### src/rtl/elevator_scheduler.sv
// Motion and door controller for a single car serving floors 1..NUM_FLOORS.
// Reads the latched hall/car request vectors, picks a travel direction,
// steps the car one floor per travel period, stops where a request must be
// honoured, holds the door open and pulses serve_valid so the latch can
// clear the requests it just served.
module elevator_scheduler #(
   parameter int NUM_FLOORS    = 7,
   parameter int TRAVEL_CYCLES = 16,
   parameter int DOOR_CYCLES   = 32
) (
   input  logic                  clk,
   input  logic                  reset,
   input  logic [NUM_FLOORS-1:0] hall_up,
   input  logic [NUM_FLOORS-1:0] hall_dn,
   input  logic [NUM_FLOORS-1:0] car_req,
   output logic [2:0]            current_floor,
   output logic [1:0]            direction,
   output logic                  moving,
   output logic                  door_open,
   output logic                  serve_valid,
   output logic [2:0]            serve_floor,
   output logic [1:0]            serve_dir
);

   localparam logic [1:0]  DIR_NONE    = 2'b00;
   localparam logic [1:0]  DIR_UP      = 2'b10;
   localparam logic [1:0]  DIR_DN      = 2'b01;
   localparam logic [2:0]  TOP_FLOOR   = 3'(NUM_FLOORS);
   localparam logic [15:0] TRAVEL_LAST = 16'(TRAVEL_CYCLES - 1);
   localparam logic [15:0] DOOR_LAST   = 16'(DOOR_CYCLES - 1);

   typedef enum logic [1:0] {
      ST_IDLE   = 2'd0,
      ST_MOVING = 2'd1,
      ST_ARRIVE = 2'd2,
      ST_OPEN   = 2'd3
   } state_t;

   state_t      state_reg, state_next;
   logic [2:0]  floor_reg, floor_next;
   logic [1:0]  dir_reg, dir_next;
   logic [15:0] cnt_reg, cnt_next;
   logic        sv_reg, sv_next;
   logic [2:0]  sfloor_reg, sfloor_next;
   logic [1:0]  sdir_reg, sdir_next;

   // Request vectors with the meaningless end-floor hall bits removed
   logic [NUM_FLOORS-1:0] up_m;
   logic [NUM_FLOORS-1:0] dn_m;
   logic [NUM_FLOORS-1:0] req_all;
   logic [NUM_FLOORS-1:0] here_mask;
   logic [NUM_FLOORS-1:0] above_mask;
   logic [NUM_FLOORS-1:0] below_mask;

   // The top-floor up bit and floor-1 down bit can never be honoured
   logic unused_ends;
   assign unused_ends = hall_up[NUM_FLOORS-1] ^ hall_dn[0];

   genvar gi;
   generate
      for (gi = 0; gi < NUM_FLOORS; gi++) begin : g_floor
         localparam logic [2:0] FLOOR_NUM = 3'(gi + 1);
         assign here_mask[gi]  = (FLOOR_NUM == floor_reg);
         assign above_mask[gi] = (FLOOR_NUM >  floor_reg);
         assign below_mask[gi] = (FLOOR_NUM <  floor_reg);
         if (gi == NUM_FLOORS - 1) begin : g_top
            assign up_m[gi] = 1'b0;
         end else begin : g_up
            assign up_m[gi] = hall_up[gi];
         end
         if (gi == 0) begin : g_bottom
            assign dn_m[gi] = 1'b0;
         end else begin : g_dn
            assign dn_m[gi] = hall_dn[gi];
         end
      end
   endgenerate

   assign req_all = car_req | up_m | dn_m;

   logic car_here, hup_here, hdn_here, any_here;
   logic above, below;
   logic going_up, going_dn;
   logic beyond, behind, same_hall, opp_hall;
   logic arrive_stop, reload_hit;
   logic [1:0] dir_flip;

   assign car_here  = |(car_req & here_mask);
   assign hup_here  = |(up_m    & here_mask);
   assign hdn_here  = |(dn_m    & here_mask);
   assign any_here  = car_here | hup_here | hdn_here;
   assign above     = |(req_all & above_mask);
   assign below     = |(req_all & below_mask);

   // Direction-relative views of the request picture
   assign going_up  = (dir_reg == DIR_UP);
   assign going_dn  = (dir_reg == DIR_DN);
   assign beyond    = (going_up & above)    | (going_dn & below);
   assign behind    = (going_up & below)    | (going_dn & above);
   assign same_hall = (going_up & hup_here) | (going_dn & hdn_here);
   assign opp_hall  = (going_up & hdn_here) | (going_dn & hup_here);
   assign dir_flip  = {dir_reg[0], dir_reg[1]};

   // Stop when someone here wants this car now, or the opposite hall call
   // is the last thing left in this direction.
   assign arrive_stop = car_here | same_hall | (~beyond & opp_hall);

   // A served request re-latched while the door is open extends the door
   assign reload_hit = car_here
                     | ((sdir_reg == DIR_UP) & hup_here)
                     | ((sdir_reg == DIR_DN) & hdn_here);

   // State and datapath registers
   always_ff @(posedge clk) begin
      if (reset) begin
         state_reg  <= ST_IDLE;
         floor_reg  <= 3'd1;
         dir_reg    <= DIR_NONE;
         cnt_reg    <= 16'd0;
         sv_reg     <= 1'b0;
         sfloor_reg <= 3'd1;
         sdir_reg   <= DIR_NONE;
      end else begin
         state_reg  <= state_next;
         floor_reg  <= floor_next;
         dir_reg    <= dir_next;
         cnt_reg    <= cnt_next;
         sv_reg     <= sv_next;
         sfloor_reg <= sfloor_next;
         sdir_reg   <= sdir_next;
      end
   end

   // Next-state and datapath decisions
   always_comb begin
      state_next  = state_reg;
      floor_next  = floor_reg;
      dir_next    = dir_reg;
      cnt_next    = 16'd0;
      sv_next     = 1'b0;
      sfloor_next = sfloor_reg;
      sdir_next   = sdir_reg;

      case (state_reg)
         ST_IDLE: begin
            dir_next = DIR_NONE;
            if (any_here) begin
               state_next  = ST_OPEN;
               sv_next     = 1'b1;
               sfloor_next = floor_reg;
               if (hup_here) begin
                  sdir_next = DIR_UP;
               end else if (hdn_here) begin
                  sdir_next = DIR_DN;
               end else begin
                  sdir_next = DIR_NONE;
               end
            end else if (above) begin
               dir_next   = DIR_UP;
               state_next = ST_MOVING;
            end else if (below) begin
               dir_next   = DIR_DN;
               state_next = ST_MOVING;
            end
         end

         ST_MOVING: begin
            if (cnt_reg == TRAVEL_LAST) begin
               state_next = ST_ARRIVE;
               if (going_up && (floor_reg < TOP_FLOOR)) begin
                  floor_next = floor_reg + 3'd1;
               end else if (going_dn && (floor_reg > 3'd1)) begin
                  floor_next = floor_reg - 3'd1;
               end
            end else begin
               cnt_next = cnt_reg + 16'd1;
            end
         end

         ST_ARRIVE: begin
            if (arrive_stop) begin
               state_next  = ST_OPEN;
               sv_next     = 1'b1;
               sfloor_next = floor_reg;
               if (same_hall) begin
                  sdir_next = dir_reg;
               end else if (~beyond & opp_hall) begin
                  sdir_next = dir_flip;
               end else begin
                  sdir_next = DIR_NONE;
               end
            end else if (beyond) begin
               state_next = ST_MOVING;
            end else begin
               state_next = ST_IDLE;
               dir_next   = DIR_NONE;
            end
         end

         ST_OPEN: begin
            if (!sv_reg && reload_hit) begin
               sv_next     = 1'b1;
               sfloor_next = floor_reg;
            end else if (cnt_reg != DOOR_LAST) begin
               cnt_next = cnt_reg + 16'd1;
            end else if (dir_reg == DIR_NONE) begin
               // Served from rest: let IDLE re-evaluate everything
               state_next = ST_IDLE;
            end else if (beyond) begin
               state_next = ST_MOVING;
            end else if (behind) begin
               dir_next   = dir_flip;
               state_next = ST_MOVING;
            end else if (opp_hall) begin
               // Turn around in place for the waiting opposite hall call
               dir_next    = dir_flip;
               sv_next     = 1'b1;
               sfloor_next = floor_reg;
               sdir_next   = dir_flip;
            end else begin
               state_next = ST_IDLE;
               dir_next   = DIR_NONE;
            end
         end

         default: begin
            state_next = ST_IDLE;
            dir_next   = DIR_NONE;
         end
      endcase
   end

   // Outputs decoded from state and registered datapath
   always_comb begin
      moving        = (state_reg == ST_MOVING);
      door_open     = (state_reg == ST_OPEN);
      current_floor = floor_reg;
      direction     = dir_reg;
      serve_valid   = sv_reg;
      serve_floor   = sfloor_reg;
      serve_dir     = sdir_reg;
   end

endmodule

### config.mk
export PLATFORM = sky130hd
export DESIGN_NAME = elevator_scheduler
export DESIGN_NICKNAME = d
export VERILOG_FILES = /design/src/rtl/elevator_scheduler.sv
export SDC_FILE = /design/constraint.sdc
export NUM_CORES = 1
export LEC_CHECK = 0
export ABC_AREA = 1
export CAP_MARGIN = 20
export CORE_MARGIN = 2
export CORE_UTILIZATION = 35
export CTS_CLUSTER_SIZE = 40
export DETAILED_ROUTE_END_ITERATION = 8
export SLEW_MARGIN = 20
export SYNTH_ARGS = -nofsm -noshare
export SYNTH_HDL_FRONTEND = slang
export SYNTH_SLANG_ARGS = --single-unit
### constraint.sdc
create_clock -name clk -period 4.6 [get_ports clk]
set_input_delay 0.92 -clock clk [delete_from_list [all_inputs] [get_ports clk]]
set_output_delay 0.92 -clock clk [all_outputs]
set_load 0.01 [all_outputs]
==> Word level (Yosys, flattened, before mapping) <==
Cells that the tools add are included.
W data, S select, Z words.
{ "word_totals": {"regBits": 29, "latchBits": 0, "ramBits": 0, "rom_bits": 0, "input_bits": 23, "out_inout_bits": 13, "memories": 0} }
{ "classes": {"add_sub_neg": 3, "mul": 0, "div_mod_pow": 0, "magnitude_cmp": 16, "n_eq_ne": 34, "shifts": 0, "n_mux": 62, "bitwise": 29, "n_reduce_logical": 18} }
{ "op_table": {"columns": ["operator", "n"], "rows": [
  ["$mux W2", 32],
  ["$mux W16", 3],
  ["$reduce_or A7 Y1", 5],
  ["$pmux W16 S2", 1],
  ["$mux W3", 10],
  ["$and A7 B7 Y7", 4],
  ["$ne A2 B2 Y1 const B", 9],
  ["$add A16 B1 Y16 const B", 1],
  ["$eq A16 B4 Y1 const B", 1],
  ["$ne A16 B5 Y1 const B", 1],
  ["$eq A3 B3 Y1 const A", 4],
  ["$gt A3 B3 Y1 const A", 4],
  ["$lt A3 B3 Y1 const A", 4],
  ["$pmux W2 S3", 2],
  ["$and A1 B1 Y1", 11],
  ["$mux W1", 11],
  ["$or A1 B1 Y1", 10],
  ["$pmux W3 S3", 1],
  ["$reduce_and A9 Y1", 1],
  ["$eq A2 B2 Y1 const B", 4],
  ["$pmux W2 S4", 1],
  ["$reduce_and A8 Y1", 1],
  ["$and A6 B7 Y7", 1],
  ["$or A7 B6 Y7", 1],
  ["28 further kinds", 39]
]} }

==> Logic depth before layout (Yosys ltp) <==
{ "logic_depth": {"depth_word": 12, "ltp_mapped": 18, "ltp_nobuf": 18} }

==> Worst setup path after synthesis <==
No wires, ideal clock.
{ "synth_path": {"path_type": "in2reg", "start": "input port hall_dn[3]", "end": "register sfloor_reg[1] (netlist: serve_floor[1])", "t_arrival_ns": 2.020, "setup_slack_ns": 2.466, "path_stages": 14, "path_buffers": 0, "cell_sequence": "nor2_1 -> nand2_1 -> nand3_1 -> nand2_1 -> nor2_2 -> nand2_2 -> nand2_2 -> nand3_4 -> nor2_4 -> inv_2 -> nor2_4 -> nor2_4 -> nor2_1 -> nor2_2"} }
{ "synth_via": {"elab_chain_cells": 10} }
{ "synth_rtl": {"columns": ["element", "line_no", "text"], "rows": [
  ["from (decl)", "14", "input logic [NUM_FLOORS-1:0] hall_dn,"],
  ["$or A7 B7 Y7", "79", "assign req_all = car_req | up_m | dn_m;"],
  ["$and A7 B7 Y7 (on tied branches)", "92, 93", null],
  ["$reduce_or A7 Y1 (on tied branches)", "92, 93", null],
  ["$and A1 B1 Y1", "98", "assign beyond = (going_up & above) | (going_dn & below);"],
  ["$or A1 B1 Y1", "98", null],
  ["$not A1 Y1", "106", "assign arrive_stop = car_here | same_hall | (~beyond & opp_hall);"],
  ["$and A1 B1 Y1", "106", null],
  ["$or A1 B1 Y1", "106", null],
  ["$ne A2 B2 Y1 (no source line)", null, null],
  ["$reduce_and A8 Y1 (no source line)", null, null],
  ["to (signal assigned)", "129", "sfloor_reg <= sfloor_next;"],
  ["to (decl)", "44", "logic [2:0] sfloor_reg, sfloor_next;"]
]} }
Parallel ways exist; a longest one is shown, timed or not.
A chain may end at the register's enable or synchronous reset.

==> Worst setup path after layout <==
{ "layout_path": {"start": "register floor_reg[0] (netlist: current_floor[0])", "end": "register cnt_reg[5]"} }
{ "layout_via": {"elab_chain_cells": 9} }
{ "layout_rtl": {"columns": ["element", "line_no", "text"], "rows": [
  ["from (decl)", "40", "logic [2:0] floor_reg, floor_next;"],
  ["from (signal assigned)", "125", "floor_reg <= floor_next;"],
  ["$eq A1 B3 Y1 (tied with other cells)", "63", "assign here_mask[gi] = (FLOOR_NUM == floor_reg);"],
  ["$and A6 B7 Y7", "89", "assign hup_here = |(up_m & here_mask);"],
  ["$reduce_or A7 Y1", "89", null],
  ["$and A1 B1 Y1", "110", "| ((sdir_reg == DIR_UP) & hup_here)"],
  ["$or A1 B1 Y1", "110", null],
  ["$or A1 B1 Y1 *", "111", "| ((sdir_reg == DIR_DN) & hdn_here);"],
  ["$logic_and A1 B1 Y1 *", "201", "if (!sv_reg && reload_hit) begin"],
  ["$mux W16 *", "201", null],
  ["$pmux W16 S2 *", "144", "case (state_reg)"],
  ["to (signal assigned)", "127", "cnt_reg <= cnt_next;"],
  ["to (decl)", "42", "logic [15:0] cnt_reg, cnt_next;"]
]} }
Every way passes the cells marked *; elsewhere a longest branch is shown, timed or not.

==> key figures <==
Clock network
  – Clock Pin Slew Worst Setup and Hold Paths: 60 ps
  – CTS Buffer Depth: 2
  – CTS Hold Bufs: 0
  – Root Driver: clkbuf_8
  – # Post-CTS Setup Buffers: 0
  – CTS tree: built
  – CTS H-tree lvls: 2
  – Num CTS Buffers: 5
  – Cts repair resizes: 0
  – Clock tree sinks: 29
  – Clock insertion delay at the later pin of the skew report: 280 ps

Logic synthesis
  – Main combinational cell family by area after synthesis: simple AND/OR/NAND/NOR gates
  – Synth area leaders: dfxtp_1, nand2_1, nor2_1
  – Simple-Gate Fraction of Synth Area: 51.3%
  – Ys Warns: 0
  – Synth Area in Adders: 3.66%
  – Post-synthesis sequential area ratio: 24.3%
  – Cell taking the most area after synthesis: dfxtp_1
  – Cell Area, Synth: 0.00239 sq mm
  – Cells after Synth: 384
  – Post-synthesis register bit count: 29
  – Post-synthesis mux area share: 0%
  – Post-Synth XOR/XNOR Area: 2.57%
  – Avg Inst Size Synth: 6.22 sq um
  – Yosys top cell area share: 24.3%
  – Yosys cell types: 36
  – Compound-cell area share of the yosys netlist: 7.07%
  – Syn Nets: 414

Floorplan
  – Die Y-Extent: 86.6 microns
  – # rows: 30
  – Die area: 0.00750 sq mm
  – Effective utilization at floorplan: 35.8%
  – Area of the core: 0.00668 sq mm
  – Die Wd: 86.6 microns
  – I/O pins: 36

Critical path
  – Worst path cell trace: inv_1, ha_1, nand3_1, nand2_1, nor2_1, nand2_2, nand2_1, nand3_1, nand2_1, nand2_1, o21ai_2, nand3_2, nor3b_1
  – Worst Setup Path Type: reg2reg
  – CP max stage delay: 670 ps
  – Critical Path RT: 4780 ps
  – Cell mode on critical path: nand2_1
  – Worst EP arrival: 3260 ps
  – Crit-path slowest cell: dfxtp_1
  – CP Capture Type: register
  – Crit path max fanout: 15
  – Worst Setup Start Kind: register

Finish
  – Most common cell after layout, fill and taps aside: nand2_1
  – # diodes: 0
  – Fill count: 740
  – Nets: 449
  – Layout cells sized above 1: 14.5%
  – Max FFs per register: 16
  – Fin util: 43.1%
  – Area of the multi-input gates: 0.00154 sq mm
  – Area grow syn2layout: 20.4%
  – Most frequent cells in the layout: nand2_1, nor2_1, inv_1, nand3_1, clkdlybuf4s50_1
  – Storage cell area: 581 sq um

Drt
  – DR WL/cell: 11.6 microns
  – DRT iter0 DRCs: 123
  – Met1 wire length: 2700 microns
  – Detail Route Antenna Nets: 0
  – Top Metal Used: met4
  – Vias/cell: 4.82
  – Drt first pass iters: 6
  – Met2 wire len: 2690 microns
  – Via count: 2,412
  – DRC: 0
  – Total routed wirelength: 5800 microns
  – Met3 routed WL: 247 microns

STA
  – Clock skew: 4.62 ps
  – Final hold vios: 0
  – Setup violation total in the final timing report: 0
  – Setup TNS: 0 ps
  – Slew @ Worst Pin: 617 ps
  – Max Clk Rate: 0.325 GHz
  – Min Tclk post-route: 3080 ps
  – Final Cycle Share: 66.9%
  – Final Slew Violations: 0
  – RSZ-0062 raised after global routing: no
  – Slew margin rel.: 58.8%

Pwr
  – VDD IR-drop max: 0.157 mV
  – Power Dens Cells: 368 mW/mm^2
  – Static leakage: 1.29 nW

Place
  – Post-DP HPWL: 4470 microns
  – IO Port Bufs: 33
  – Placer Congestion: 0.882

Global routing
  – GRT overflow: 0
  – Largest net degree at the start of global routing: 24
  – First-pass GRT wire length: 10,100 microns
  – Initial antenna violation count: 0
  – Vias in the first global route: 2,391
  – GR Util All Layers: 16.7%

Run status
  – Status: finished clean

Hold path
  – Hold Crit Class: reg2reg

Job
  – Max-cap violations: 0
==> worst paths after layout <==
path | startpoint | endpoint | slack [ps] | cells past startpoint
worst max-delay path | current_floor[0]$_SDFFE_PP1P_ | cnt_reg[5]$_SDFF_PP0_ | 1520 | 13
worst min-delay path | cnt_reg[0]$_SDFF_PP0_ | cnt_reg[0]$_SDFF_PP0_ | 450 | 1
worst max register to register | current_floor[0]$_SDFFE_PP1P_ | cnt_reg[5]$_SDFF_PP0_ | 1520 | 13
worst min register to register | cnt_reg[0]$_SDFF_PP0_ | cnt_reg[0]$_SDFF_PP0_ | 450 | 1
==> stage by stage <==
stage                     setup WS [ps]  cell area [sq um]  hold WS, ps  cells  power [W]
final                              1520               2880          450    500    0.00106
after global routing               1190               2880          478    500    0.00115
after floorplan                    2470               2390          423    384   0.000674
after global placement             1530               2780          436    492   0.000830
after CTS                          1480               2880          453    500    0.00107
after detailed placement           1540               2780          437    492   0.000831
==> report_power, final <==
group	internal [W]	switching (W)	total [W]
Combinational	0.000207	0.000284	0.000490
Clock	0.000135	0.0000952	0.000230
Sequential	0.000291	0.0000464	0.000337
==> worst max-delay path, delay by kind of cell (launching register included) <==
family                     cells  cell delay [ps]
AOI/OAI and AO/OA              1              130
buffers and inverters          1              260
adders and majority gates      1              370
DFF                            1              670
and+or+nand+nor               10             1540
==> final cells by class <==
| class | count | area share, % |
|---|---|---|
| multi-input cells | 293 | 53.7 |
| clock inverters | 1 | 0.174 |
| repair buffers | 34 | 11.7 |
| clock buffers | 7 | 3.35 |
| inverters | 56 | 7.39 |
| well taps | 80 | 3.48 |
| flip-flops and latches | 29 | 20.2 |
==> cell usage after synthesis (all sizes together) <==
master  instances
nand2         110
nor2           76
inv            54
nand3          39
dfxtp          29
nand4          13
o21ai          13
a21oi          10
ha              7
buf             6
nor3            6
xor2            5
a31oi           2
and3            2
clkinv          2
xnor2           2
a21boi          1
a32oi           1
and2            1
nor3b           1
nor4            1
o22ai           1
o31ai           1
or2             1
==> routing by layer <==
layer,GRT usage [%],up-vias
met3,3.05,11
met2,29.7,49
met4,6.96,0
met1,19.5,1069
met5,0,-
li1,-,1283
==> logic make-up after synthesis <==
family	Yosys count
DFF	29
buffers and inverters	62
adders and majority gates	7
and+or+nand+nor	250
xor gates and xnor gates	7
AOI/OAI and AO/OA	29
Note: power is estimated with default switching activity, not from simulation.
